File: src/rtl/fetch_top.sv
// Instruction fetch stage: owns the PC, issues one word request at a time to the I-cache and
// hands instructions to decode through a registered slot backed by a one-entry skid buffer.
module fetch_top #(
  parameter int unsigned        PcWidth    = 32,
  parameter int unsigned        InstrWidth = 32,
  parameter logic [PcWidth-1:0] BootAddr   = 32'h0000_1000
) (
  input  logic                  clk_i,
  input  logic                  rst_i,
  input  logic                  stall_fetch_i,
  input  logic                  branch_taken_i,
  input  logic [PcWidth-1:0]    branch_pc_i,
  output logic                  icache_req_valid_o,
  output logic [PcWidth-1:0]    icache_req_addr_o,
  input  logic                  icache_req_ready_i,
  input  logic                  icache_rsp_valid_i,
  input  logic [InstrWidth-1:0] icache_rsp_data_i,
  input  logic                  icache_rsp_error_i,
  output logic                  fetch_instr_valid_o,
  output logic [InstrWidth-1:0] fetch_instr_data_o,
  output logic [PcWidth-1:0]    fetch_instr_pc_o,
  output logic                  xcpt_fetch_misaligned_o,
  output logic                  xcpt_fetch_bus_error_o
);

  typedef enum logic [2:0] {StIssue, StWaitRsp, StHold, StDrain, StHalt} state_e;

  typedef struct packed {
    logic                  valid;
    logic                  misaligned;
    logic                  bus_error;
    logic [PcWidth-1:0]    pc;
    logic [InstrWidth-1:0] data;
  } entry_t;

  state_e             state_q, state_d;
  logic [PcWidth-1:0] pc_q, pc_d;
  entry_t             slot_q, slot_d;
  entry_t             skid_q, skid_d;
  entry_t             rsp_entry;
  logic               in_reset_q;
  logic               slot_free;
  logic               req_fire;

  // State register
  always_ff @(posedge clk_i) begin
    if (rst_i) begin
      state_q    <= StIssue;
      pc_q       <= BootAddr;
      slot_q     <= '0;
      skid_q     <= '0;
      in_reset_q <= 1'b1;
    end else begin
      state_q    <= state_d;
      pc_q       <= pc_d;
      slot_q     <= slot_d;
      skid_q     <= skid_d;
      in_reset_q <= 1'b0;
    end
  end

  assign slot_free = !slot_q.valid || !stall_fetch_i;
  assign req_fire  = icache_req_valid_o && icache_req_ready_i;

  // Next-state logic
  always_comb begin
    state_d = state_q;
    pc_d    = pc_q;
    slot_d  = slot_q;
    skid_d  = skid_q;

    rsp_entry            = '0;
    rsp_entry.valid      = 1'b1;
    rsp_entry.bus_error  = icache_rsp_error_i;
    rsp_entry.pc         = pc_q;
    rsp_entry.data       = icache_rsp_error_i ? '0 : icache_rsp_data_i;

    if (slot_q.valid && !stall_fetch_i) begin
      slot_d.valid = 1'b0;
    end

    if (branch_taken_i) begin
      pc_d   = branch_pc_i;
      slot_d = '0;
      skid_d = '0;
      unique case (state_q)
        StIssue:   state_d = req_fire ? StDrain : StIssue;
        // A response landing with the redirect is dropped, so nothing is left to drain.
        StWaitRsp: state_d = icache_rsp_valid_i ? StIssue : StDrain;
        StDrain:   state_d = icache_rsp_valid_i ? StIssue : StDrain;
        default:   state_d = StIssue;
      endcase
    end else begin
      unique case (state_q)
        StIssue: begin
          if (pc_q[1:0] != 2'b00) begin
            if (slot_free) begin
              slot_d            = '0;
              slot_d.valid      = 1'b1;
              slot_d.misaligned = 1'b1;
              slot_d.pc         = pc_q;
              state_d           = StHalt;
            end
          end else if (req_fire) begin
            state_d = StWaitRsp;
          end
        end
        StWaitRsp: begin
          if (icache_rsp_valid_i) begin
            pc_d = pc_q + PcWidth'(4);
            if (slot_free) begin
              slot_d  = rsp_entry;
              state_d = icache_rsp_error_i ? StHalt : StIssue;
            end else begin
              skid_d  = rsp_entry;
              state_d = StHold;
            end
          end
        end
        StHold: begin
          if (!stall_fetch_i) begin
            slot_d  = skid_q;
            skid_d  = '0;
            state_d = skid_q.bus_error ? StHalt : StIssue;
          end
        end
        StDrain: begin
          if (icache_rsp_valid_i) begin
            state_d = StIssue;
          end
        end
        default: state_d = state_q;
      endcase
    end
  end

  // Request outputs depend on registered state only.
  always_comb begin
    icache_req_valid_o = (state_q == StIssue) && (pc_q[1:0] == 2'b00) && !in_reset_q;
    icache_req_addr_o  = pc_q;
  end

  assign fetch_instr_valid_o     = slot_q.valid;
  assign fetch_instr_data_o      = slot_q.data;
  assign fetch_instr_pc_o        = slot_q.pc;
  assign xcpt_fetch_misaligned_o = slot_q.misaligned;
  assign xcpt_fetch_bus_error_o  = slot_q.bus_error;

endmodule

File: config.mk
export PLATFORM = sky130hd
export DESIGN_NAME = fetch_top
export DESIGN_NICKNAME = d
export VERILOG_FILES = /design/src/rtl/fetch_top.sv
export SDC_FILE = /design/constraint.sdc
export NUM_CORES = 1
export LEC_CHECK = 0
export CAP_MARGIN = 0
export CELL_PAD_IN_SITES_DETAIL_PLACEMENT = 1
export CELL_PAD_IN_SITES_GLOBAL_PLACEMENT = 1
export CORE_MARGIN = 3
export CORE_UTILIZATION = 33
export DETAILED_ROUTE_END_ITERATION = 8
export PLACE_DENSITY = 0.85
export SLEW_MARGIN = 20
export SYNTH_ARGS = -nofsm -noshare
export SYNTH_HDL_FRONTEND = slang
export SYNTH_SLANG_ARGS = --single-unit
File: constraint.sdc
create_clock -name clk_i -period 2.35 [get_ports clk_i]
set_clock_uncertainty 0.2 [all_clocks]
set_input_delay 0.3525 -clock clk_i [delete_from_list [all_inputs] [get_ports clk_i]]
set_output_delay 0.3525 -clock clk_i [all_outputs]
set_load 0.05 [all_outputs]
# Word-level counts from Yosys, hierarchy flattened
# Cells that the tools add are included.
[classes]
add_sub_neg = 1
eq_ne = 14
mux = 30
n_reduce_logical = 22
[ops]
columns = ["cell", "n"]
rows = [
  ["67-bit two-way mux", 8],
  ["67-bit one-hot mux with 3 select lines", 1],
  ["67-bit one-hot mux with 2 select lines", 1],
  ["32-bit two-way mux", 4],
  ["32-bit by 3-bit adder with 32-bit output, second input constant", 1],
  ["3-bit two-way mux", 10],
  ["2-bit != test, second input constant", 6],
  ["3-bit one-hot mux with 4 select lines", 1],
  ["6-bit AND reduction", 2],
  ["3-bit != test, second input constant", 3],
  ["4-bit != test, second input constant", 2],
  ["2-bit nonzero test", 4],
  ["3-bit by 2-bit equality test with 1-bit output, second input constant", 2],
  ["5-bit nonzero test", 1],
  ["1-bit logical AND", 4],
  ["2-bit two-way mux", 2],
  ["2-bit one-hot mux with 2 select lines", 1],
  ["4-bit AND reduction", 1],
  ["2-bit OR reduction", 2],
  ["3-bit by 1-bit equality test with 1-bit output, second input constant", 1],
  ["1-bit zero test", 3],
  ["3-bit zero test", 1],
  ["3-bit nonzero test", 1],
  ["2-bit zero test", 1],
  ["other kinds (3)", 4],
]
[word_totals]
register_bits = 170
inputBits = 71
out_inout_bits = 100
word_cells = 80

# Longest topological paths before layout
# Gate-level depths: netlist of run 1.
[depth]
ltp_word = 8
depth_mapped = 8

# Worst setup path after synthesis of run 1
# OpenSTA, ideal clock, no wires.
[synth_timing]
path_kind = "register to register"
startpoint = "reg pc_q[2] (netlist: icache_req_addr_o[2])"
endpoint = "reg pc_q[20] (netlist: icache_req_addr_o[20])"
setup_time_ns = 0.091
arrival_ns = 2.386
slack_ns = -0.327
path_stages_with_launch = 7
path_buffers = 1
synth_period_minus_slack_ns = 2.677
path_cell_list = "dfxtp_1 -> ha_1 -> nand4_1 -> or4_1 -> clkbuf_1 -> or4_1 -> a311oi_1"
[synth_between]
elab_chain_cells = 4
[synth_rtl]
columns = ["element", "line", "source"]
rows = [
  ["start, declared", "37", "logic [PcWidth-1:0] pc_q, pc_d;"],
  ["start signal, assigned", "49", "pc_q <= BootAddr;"],
  ["start signal, assigned", "55", "pc_q <= pc_d;"],
  ["32-bit by 3-bit adder with 32-bit output", "110", "pc_d = pc_q + PcWidth'(4);"],
  ["32-bit two-way mux", "109", "if (icache_rsp_valid_i) begin"],
  ["32-bit two-way mux", "94", "unique case (state_q)"],
  ["32-bit two-way mux", "82", "if (branch_taken_i) begin"],
]
# Every way passes these cells. The select of a mux whose other input is x is not followed.
# A chain may end at the register's enable or synchronous reset.

# Final worst setup path of run 1
[layout_timing]
startpoint = "reg pc_q[2] (netlist: icache_req_addr_o[2])"
endpoint = "out icache_req_addr_o[2]"
[layout_lines]
columns = ["element", "line", "source"]
rows = [
  ["end, declared", "14", "output logic [PcWidth-1:0] icache_req_addr_o,"],
]
# No word-level cell between the ends.

==> flow_summary.rst, run 1 <==
.. list-table::
   :header-rows: 1

   * - Metric
     - Value
   * - Run status
     - complete, no violations
   * - Count of buffers from port buffering
     - 170
   * - Pin count of the biggest net entering global routing
     - 135
   * - Pwr per Cell Area
     - 651 mW/mm^2
   * - Die width
     - roughly 160 microns
   * - GRT Util Overall
     - 0.219
   * - Fraction of registers with async set/reset
     - 0
   * - Ranking of synthesized cells by instance count
     - sky130_fd_sc_hd__dfxtp_1 (169), sky130_fd_sc_hd__a21oi_1 (140), sky130_fd_sc_hd__nand2_1 (87), sky130_fd_sc_hd__nand3_1 (76), sky130_fd_sc_hd__o21ai_0 (75)
   * - Global placer's final weighted congestion
     - approximately 0.87
   * - Mean post-synth cell area
     - 8.06 sq um
   * - Number of global-route vias before repair
     - 7909
   * - Depth of the CTS H-tree
     - 4
   * - TritonCTS clock tree
     - built
   * - Area of the multi-input gates
     - 0.00375 sq mm
   * - Leading post-synthesis cells by cell area
     - sky130_fd_sc_hd__dfxtp_1 (45%), sky130_fd_sc_hd__a21oi_1 (9.4%), sky130_fd_sc_hd__a22oi_1 (6.5%)
   * - DRC viols
     - 0
   * - Number of sinks driven by the clock tree
     - 169
   * - Seq/Total Area, Yosys
     - 0.453
   * - # diodes
     - 0
   * - Upper clock frequency limit
     - approximately 430 MHz
   * - CP max FO
     - 6
   * - Required time at the endpoint of the critical path
     - 1.80 ns
   * - Floorplan row count
     - 54
   * - Total via count in the routed design
     - 7924
   * - Pre-CTS setup slack
     - -0.532 ns
   * - Initial cell density of the core
     - 0.339
   * - Kind of start point of the critical path
     - register
   * - Critical path start-end classification
     - register to primary output
   * - Routed Antenna Nets
     - 0
   * - Netlist area before placement
     - 0.00747 sq mm
   * - Cells after synthesis
     - 927
   * - Area taken by flip-flops and latches
     - 0.00342 sq mm
   * - Share of Yosys cell area claimed by the top area cell type
     - 0.453
   * - Arrival @ worst endpoint
     - 1.75 ns
   * - Wirelength, routed
     - 27.5 mm
   * - Max Cap Violations
     - 0
   * - Number of antenna violations at the first check in global routing
     - 0
   * - Yosys warnings
     - 0
   * - P&R area growth vs syn
     - 41.5%
   * - Cts hold-fix bufs
     - 0
   * - Number of inserted filler cells in the final layout
     - 2600
   * - Cell with the most instances after synthesis
     - sky130_fd_sc_hd__dfxtp_1
   * - Worst hold margin
     - 0.273 ns
   * - Layout cell share with drive strength beyond 1
     - 0.133
   * - Number of cells in the design after placement
     - approximately 1400
   * - Share of the cycle needed by the critical path after routing
     - 0.980
   * - Synth Register Bits
     - 169
   * - Sum of net half-perimeters after detailed placement
     - around 18 mm
   * - Peak supply drop
     - between 0.0004 and 0.0005 V
   * - Iter 0 DRT Violations
     - 534
   * - Number of flops mapped to enable cells by yosys
     - 0
   * - Leakage component of the power
     - about 3.4 nW
   * - Drt via density
     - 5.72
   * - Count of pins on the block boundary
     - 171
   * - Max_slew headroom
     - 0.582
   * - Max Transition Viols Final
     - 0
   * - Final net count
     - 1165
   * - Aggregate global routing overflow
     - 0
   * - Post-synth top area cell
     - sky130_fd_sc_hd__dfxtp_1
   * - Setup repair after global routing missed its margin
     - true
   * - Die extent in y
     - 156 microns
   * - Synthesized net count
     - 999
   * - Die Footprint
     - 0.0245 sq mm
   * - Core footprint
     - 0.0220 sq mm
   * - Average wire per cell in the routed design
     - between 15 and 20 microns
   * - Clock latency on the worst-skew pair
     - 0.43 ns
   * - Post-layout worst setup margin
     - ~0.046 ns
   * - Number of endpoints with negative hold slack in the final report
     - 0
   * - Cell Count, Final, Fillers Out
     - ~1400
   * - Number of library cell types mapped by synthesis
     - 49
   * - Sort of element at the end of the critical path
     - primary output
   * - Root buffer cell
     - sky130_fd_sc_hd__clkbuf_16
   * - Global-route wire length before repair
     - 43.1 mm
   * - Shortest period the worst path allows
     - 2.30 ns
   * - Least-Margin Pin Slew
     - 0.627 ns
   * - Number of buffers added by the clock tree synthesis step
     - 17
   * - Maximum buffer depth of the clock tree
     - 2
   * - Number of search-and-repair iterations in the first detailed-routing pass
     - 4
   * - Dominant register cell in the synthesized netlist
     - sky130_fd_sc_hd__dfxtp_1
   * - Clock transition at path regs
     - about 0.08 ns
   * - Count of final setup violators
     - 0
   * - Type of the most critical hold path
     - register to register
-- registers in the layout (all words and copies together), names as in the netlist --
name	count
skid_q	66
fetch_instr_valid_o	1
fetch_instr_data_o	32
icache_req_addr_o	32
xcpt_fetch_misaligned_o	1
fetch_instr_pc_o	32
in_reset_q	1
state_q	3
xcpt_fetch_bus_error_o	1
-- cells in the final DEF (no fill, tap or decap), types with 7 or more instances in the layout --
cell type                           n
sky130_fd_sc_hd__dfxtp_1          152
sky130_fd_sc_hd__o31ai_1           12
sky130_fd_sc_hd__a21oi_1          139
sky130_fd_sc_hd__nor2b_1           34
sky130_fd_sc_hd__nor2_1            29
sky130_fd_sc_hd__a311oi_1          17
sky130_fd_sc_hd__inv_1             12
sky130_fd_sc_hd__clkbuf_16         18
sky130_fd_sc_hd__a211oi_1           8
sky130_fd_sc_hd__dfxtp_2           12
sky130_fd_sc_hd__a22oi_1           65
sky130_fd_sc_hd__o21ai_0           75
sky130_fd_sc_hd__or4_1             12
sky130_fd_sc_hd__nand2_1           87
sky130_fd_sc_hd__inv_8              7
sky130_fd_sc_hd__or3_1              8
sky130_fd_sc_hd__nand3_1           75
sky130_fd_sc_hd__nor3_1             8
sky130_fd_sc_hd__nand4_1            9
sky130_fd_sc_hd__buf_4             64
sky130_fd_sc_hd__nor4_1            10
sky130_fd_sc_hd__clkdlybuf4s50_1  151
sky130_fd_sc_hd__buf_12            15
-- logic make-up (layout without fill, tap and decap cells) --
family | after synthesis | in the layout | share of synthesized area
AND/OR/NAND/NOR | 303 | 303 | 0.207
AO/OA/AOI/OAI | 338 | 338 | 0.273
XOR/XNOR | 7 | 7 | 0.00821
flip-flops | 169 | 169 | 0.453
buffers and inverters | 107 | 286 | 0.0548
multiplexers | 2 | 2 | 0.00268
adder cells (fa/ha/maj) | 1 | 1 | 0.00167
-- per-layer routing --
layer | GRT usage | vias up | routed length [microns]
met1 | 0.275 | 3921 | 11700
met4 | 0.0696 | 0 | 633
met5 | 0 | - | 0
li1 | - | 3726 | -
met2 | 0.368 | 235 | 13500
met3 | 0.0545 | 42 | 1610
-- final cells by class --
type / instances / share of cell area
clock buffer: 18 / 0.0426
clock inverter: 14 / 0.0133
inverter: 12 / 0.00426
multi-input combinational: 651 / 0.355
sequential: 169 / 0.323
tap: 280 / 0.0331
timing repair buffer: 242 / 0.229
-- what timing repair did --
action,CTS,global route
endpoints found under the setup margin,14,13
setup buffers,0,1
pin swaps,0,5
gates resized for setup,6,10
-- worst paths after layout --
kind	from	end	slack, ns	depth (start not counted)
worst min register to register	skid_q[18]$_SDFFE_PP0P_	skid_q[18]$_SDFFE_PP0P_	0.27	2
worst max register to register	state_q[1]$_SDFFE_PP0P_	icache_req_addr_o[25]$_SDFFE_PP0P_	0.09	5
worst max-delay path	icache_req_addr_o[2]$_SDFFE_PP0P_	icache_req_addr_o[2]	0.05	2
worst min-delay path	skid_q[18]$_SDFFE_PP0P_	skid_q[18]$_SDFFE_PP0P_	0.27	2
-- metrics by stage --
| step | cell area, sq um | total power [mW] | utilization | setup TNS [ns] |
|---|---|---|---|---|
| global placement | 9930 | 4.10 | 0.451 | -8.06 |
| detailed placement | 9930 | 4.11 | 0.451 | -9.67 |
| floorplan | 7520 | 3.60 | - | 0 |
| finish | 10600 | 6.89 | 0.480 | 0 |
| CTS | 10500 | 6.94 | 0.478 | 0 |
| global route | 10600 | 7.14 | 0.480 | -0.00848 |
-- where the power goes --
| group | internal (mW) | switching (mW) |
|---|---|---|
| sequential | 2.92 | 0.0747 |
| clock | 1.48 | 1.34 |
| combinational | 0.403 | 0.656 |
| total | 4.81 | 2.08 |
-- worst max-delay path, cell delays in order, from the launching register on --
cell	delay (ns)
sky130_fd_sc_hd__dfxtp_4	0.35
sky130_fd_sc_hd__buf_4	0.15
sky130_fd_sc_hd__clkdlybuf4s50_1	0.81
(Power assumes the default switching activity.)
==> run 2, diff against run 1 <==
==> constraint.sdc (replaced) <==
create_clock -name clk_i -period 2.35 [get_ports clk_i]
set_clock_uncertainty 0.2 [all_clocks]
set_input_delay 0.3525 -clock clk_i [delete_from_list [all_inputs] [get_ports clk_i]]
set_output_delay 0.3525 -clock clk_i [all_outputs]
set_load 0.1 [all_outputs]
==> flow_summary.rst, run 2 (synthesized netlist as in run 1, its figures left out) <==
.. list-table::
   :header-rows: 1

   * - Metric
     - Value
   * - Cts hold-fix bufs
     - 0
   * - Share of the cycle needed by the critical path after routing
     - 0.997
   * - Initial cell density of the core
     - 0.339
   * - Number of inserted filler cells in the final layout
     - 2624
   * - Peak supply drop
     - 0.000435 V
   * - Depth of the CTS H-tree
     - 4
   * - CP max FO
     - 14
   * - Wirelength, routed
     - 27.7 mm
   * - Post-layout worst setup margin
     - 0.00782 ns
   * - Arrival @ worst endpoint
     - 2.47 ns
   * - Least-Margin Pin Slew
     - 0.678 ns
   * - Shortest period the worst path allows
     - 2.34 ns
   * - Layout cell share with drive strength beyond 1
     - 0.230
   * - Drt via density
     - roughly 5.8
   * - Number of endpoints with negative hold slack in the final report
     - 0
   * - DRC viols
     - 0
   * - Most common library cell in the layout ignoring fill and taps
     - sky130_fd_sc_hd__buf_4
   * - Most used cells in the layout excluding fill and tap cells
     - sky130_fd_sc_hd__buf_4 (148), sky130_fd_sc_hd__a21oi_1 (139), sky130_fd_sc_hd__dfxtp_1 (137)
   * - Run status
     - complete, no violations
   * - Final core utilization
     - 0.473
   * - Count of pins on the block boundary
     - 171
   * - Clock latency on the worst-skew pair
     - ~0.44 ns
   * - Maximum buffer depth of the clock tree
     - 2
   * - Upper clock frequency limit
     - 427 MHz
   * - Pre-CTS setup slack
     - -0.615 ns
   * - Largest register FFs
     - 66
   * - GRT Util Overall
     - 0.219
   * - P&R area growth vs syn
     - 39.5%
   * - Max Transition Viols Final
     - 0
   * - Critical path start-end classification
     - register to register
   * - TritonCTS clock tree
     - built
   * - Largest register by flop count
     - skid_q
   * - Kind of start point of the critical path
     - register
   * - Floorplan row count
     - 54
   * - Final net count
     - 1158
   * - Routed Antenna Nets
     - 0
   * - Count of buffers from port buffering
     - 170
   * - Max Cap Violations
     - 0
   * - Cell Count, Final, Fillers Out
     - 1380
   * - Pwr per Cell Area
     - 701 mW/mm^2
   * - Count of final setup violators
     - 0
   * - Number of antenna violations at the first check in global routing
     - 0
   * - Root buffer cell
     - sky130_fd_sc_hd__clkbuf_16
   * - Global-route wire length before repair
     - roughly 43 mm
   * - Pin count of the biggest net entering global routing
     - between 60 and 70
   * - Total via count in the routed design
     - 7953
   * - Average wire per cell in the routed design
     - ~20 microns
   * - Type of the most critical hold path
     - register to register
   * - Die Footprint
     - roughly 0.024 sq mm
   * - Required time at the endpoint of the critical path
     - 2.47 ns
   * - Global placer's final weighted congestion
     - 0.872
   * - Core footprint
     - 0.0220 sq mm
   * - Number of global-route vias before repair
     - 8099
   * - Sum of net half-perimeters after detailed placement
     - between 15 and 20 mm
   * - Aggregate global routing overflow
     - 0
   * - Max_slew headroom
     - 0.544
   * - Area taken by flip-flops and latches
     - ~0.0035 sq mm
   * - Number of buffers added by the clock tree synthesis step
     - 17
   * - Sort of element at the end of the critical path
     - register
   * - Number of sinks driven by the clock tree
     - approximately 170
   * - Leakage component of the power
     - 3.51 nW
   * - Iter 0 DRT Violations
     - between 500 and 600
   * - Die width
     - 156 microns
   * - Overall power after layout
     - 7.31 mW
   * - Fin Setup TNS
     - 0 ns
   * - Area of the multi-input gates
     - roughly 0.0038 sq mm
   * - Die extent in y
     - 156 microns
   * - Number of cells in the design after placement
     - 1343
   * - Number of search-and-repair iterations in the first detailed-routing pass
     - 5
   * - Clock transition at path regs
     - 0.07 ns
-- run 2: cell count changes in the layout (fill, tap and decap cells not counted), sizes merged --
cell / before / now
clkdlybuf4s50: 151 / 69
clkbuf: 18 / 17
clkinv: 4 / 0
buf: 81 / 165
dlymetal6s2s: 5 / 0
diode: 0 / 1
bufinv: 0 / 3
clkinvlp: 0 / 2
dlygate4sd2: 5 / 1
-- run 2: routing by layer --
metal,track usage,up-vias,wire length (microns)
met5,0,-,0
met4,0.0821,0,588
met3,0.0506,41,1740
met2,0.364,258,13600
met1,0.277,3937,11800
li1,-,3717,-
-- run 2: path summary, 6_finish.rpt --
check                          startpoint  slack, ns  cells after the start                            endpoint
setup / recovery  state_q[1]$_SDFFE_PP0P_      0.008                      5  icache_req_addr_o[26]$_SDFFE_PP0P_
hold / removal    skid_q[58]$_SDFFE_PP0P_       0.27                      2             skid_q[58]$_SDFFE_PP0P_
setup reg to reg  state_q[1]$_SDFFE_PP0P_      0.008                      5  icache_req_addr_o[26]$_SDFFE_PP0P_
hold reg to reg   skid_q[58]$_SDFFE_PP0P_       0.27                      2             skid_q[58]$_SDFFE_PP0P_
-- run 2: worst max-delay path, cell delays in order, from the launching register on --
cell	delay, ns
sky130_fd_sc_hd__dfxtp_1	0.33
sky130_fd_sc_hd__nand4bb_4	0.27
sky130_fd_sc_hd__or4_4	0.55
sky130_fd_sc_hd__buf_6	0.16
sky130_fd_sc_hd__or4_1	0.41
sky130_fd_sc_hd__a311oi_1	0.31
-- run 2: through the flow --
stage | hold slack, ns | area, sq um
after floorplan | 0.180 | 7620
after global placement | 0.253 | 9710
after detailed placement | 0.262 | 9710
after CTS | 0.272 | 10300
after global routing | 0.284 | 10400
final | 0.271 | 10400
-- run 2: final cells by class --
class | count | area share
Sequential cell | 169 | 0.333
Antenna cell | 1 | 0.000240
Multi-Input combinational cell | 651 | 0.364
Tap cell | 280 | 0.0336
Clock inverter | 15 | 0.0192
Clock buffer | 17 | 0.0408
Inverter | 12 | 0.00432
Timing Repair Buffer | 235 | 0.205
-- run 2: repair_timing --
action	in CTS	in global routing
pin swaps	0	3
buffers inserted	0	4
endpoints found under the setup margin	13	9
gates resized for setup	2	12
hold endpoints to repair	0	0
-- run 2: power by group --
group / total (mW) / switching (mW) / internal [mW]
clock network: 3.06 / 1.33 / 1.72
logic: 1.22 / 0.837 / 0.388
registers: 3.03 / 0.109 / 2.92
total: 7.31 / 2.28 / 5.03
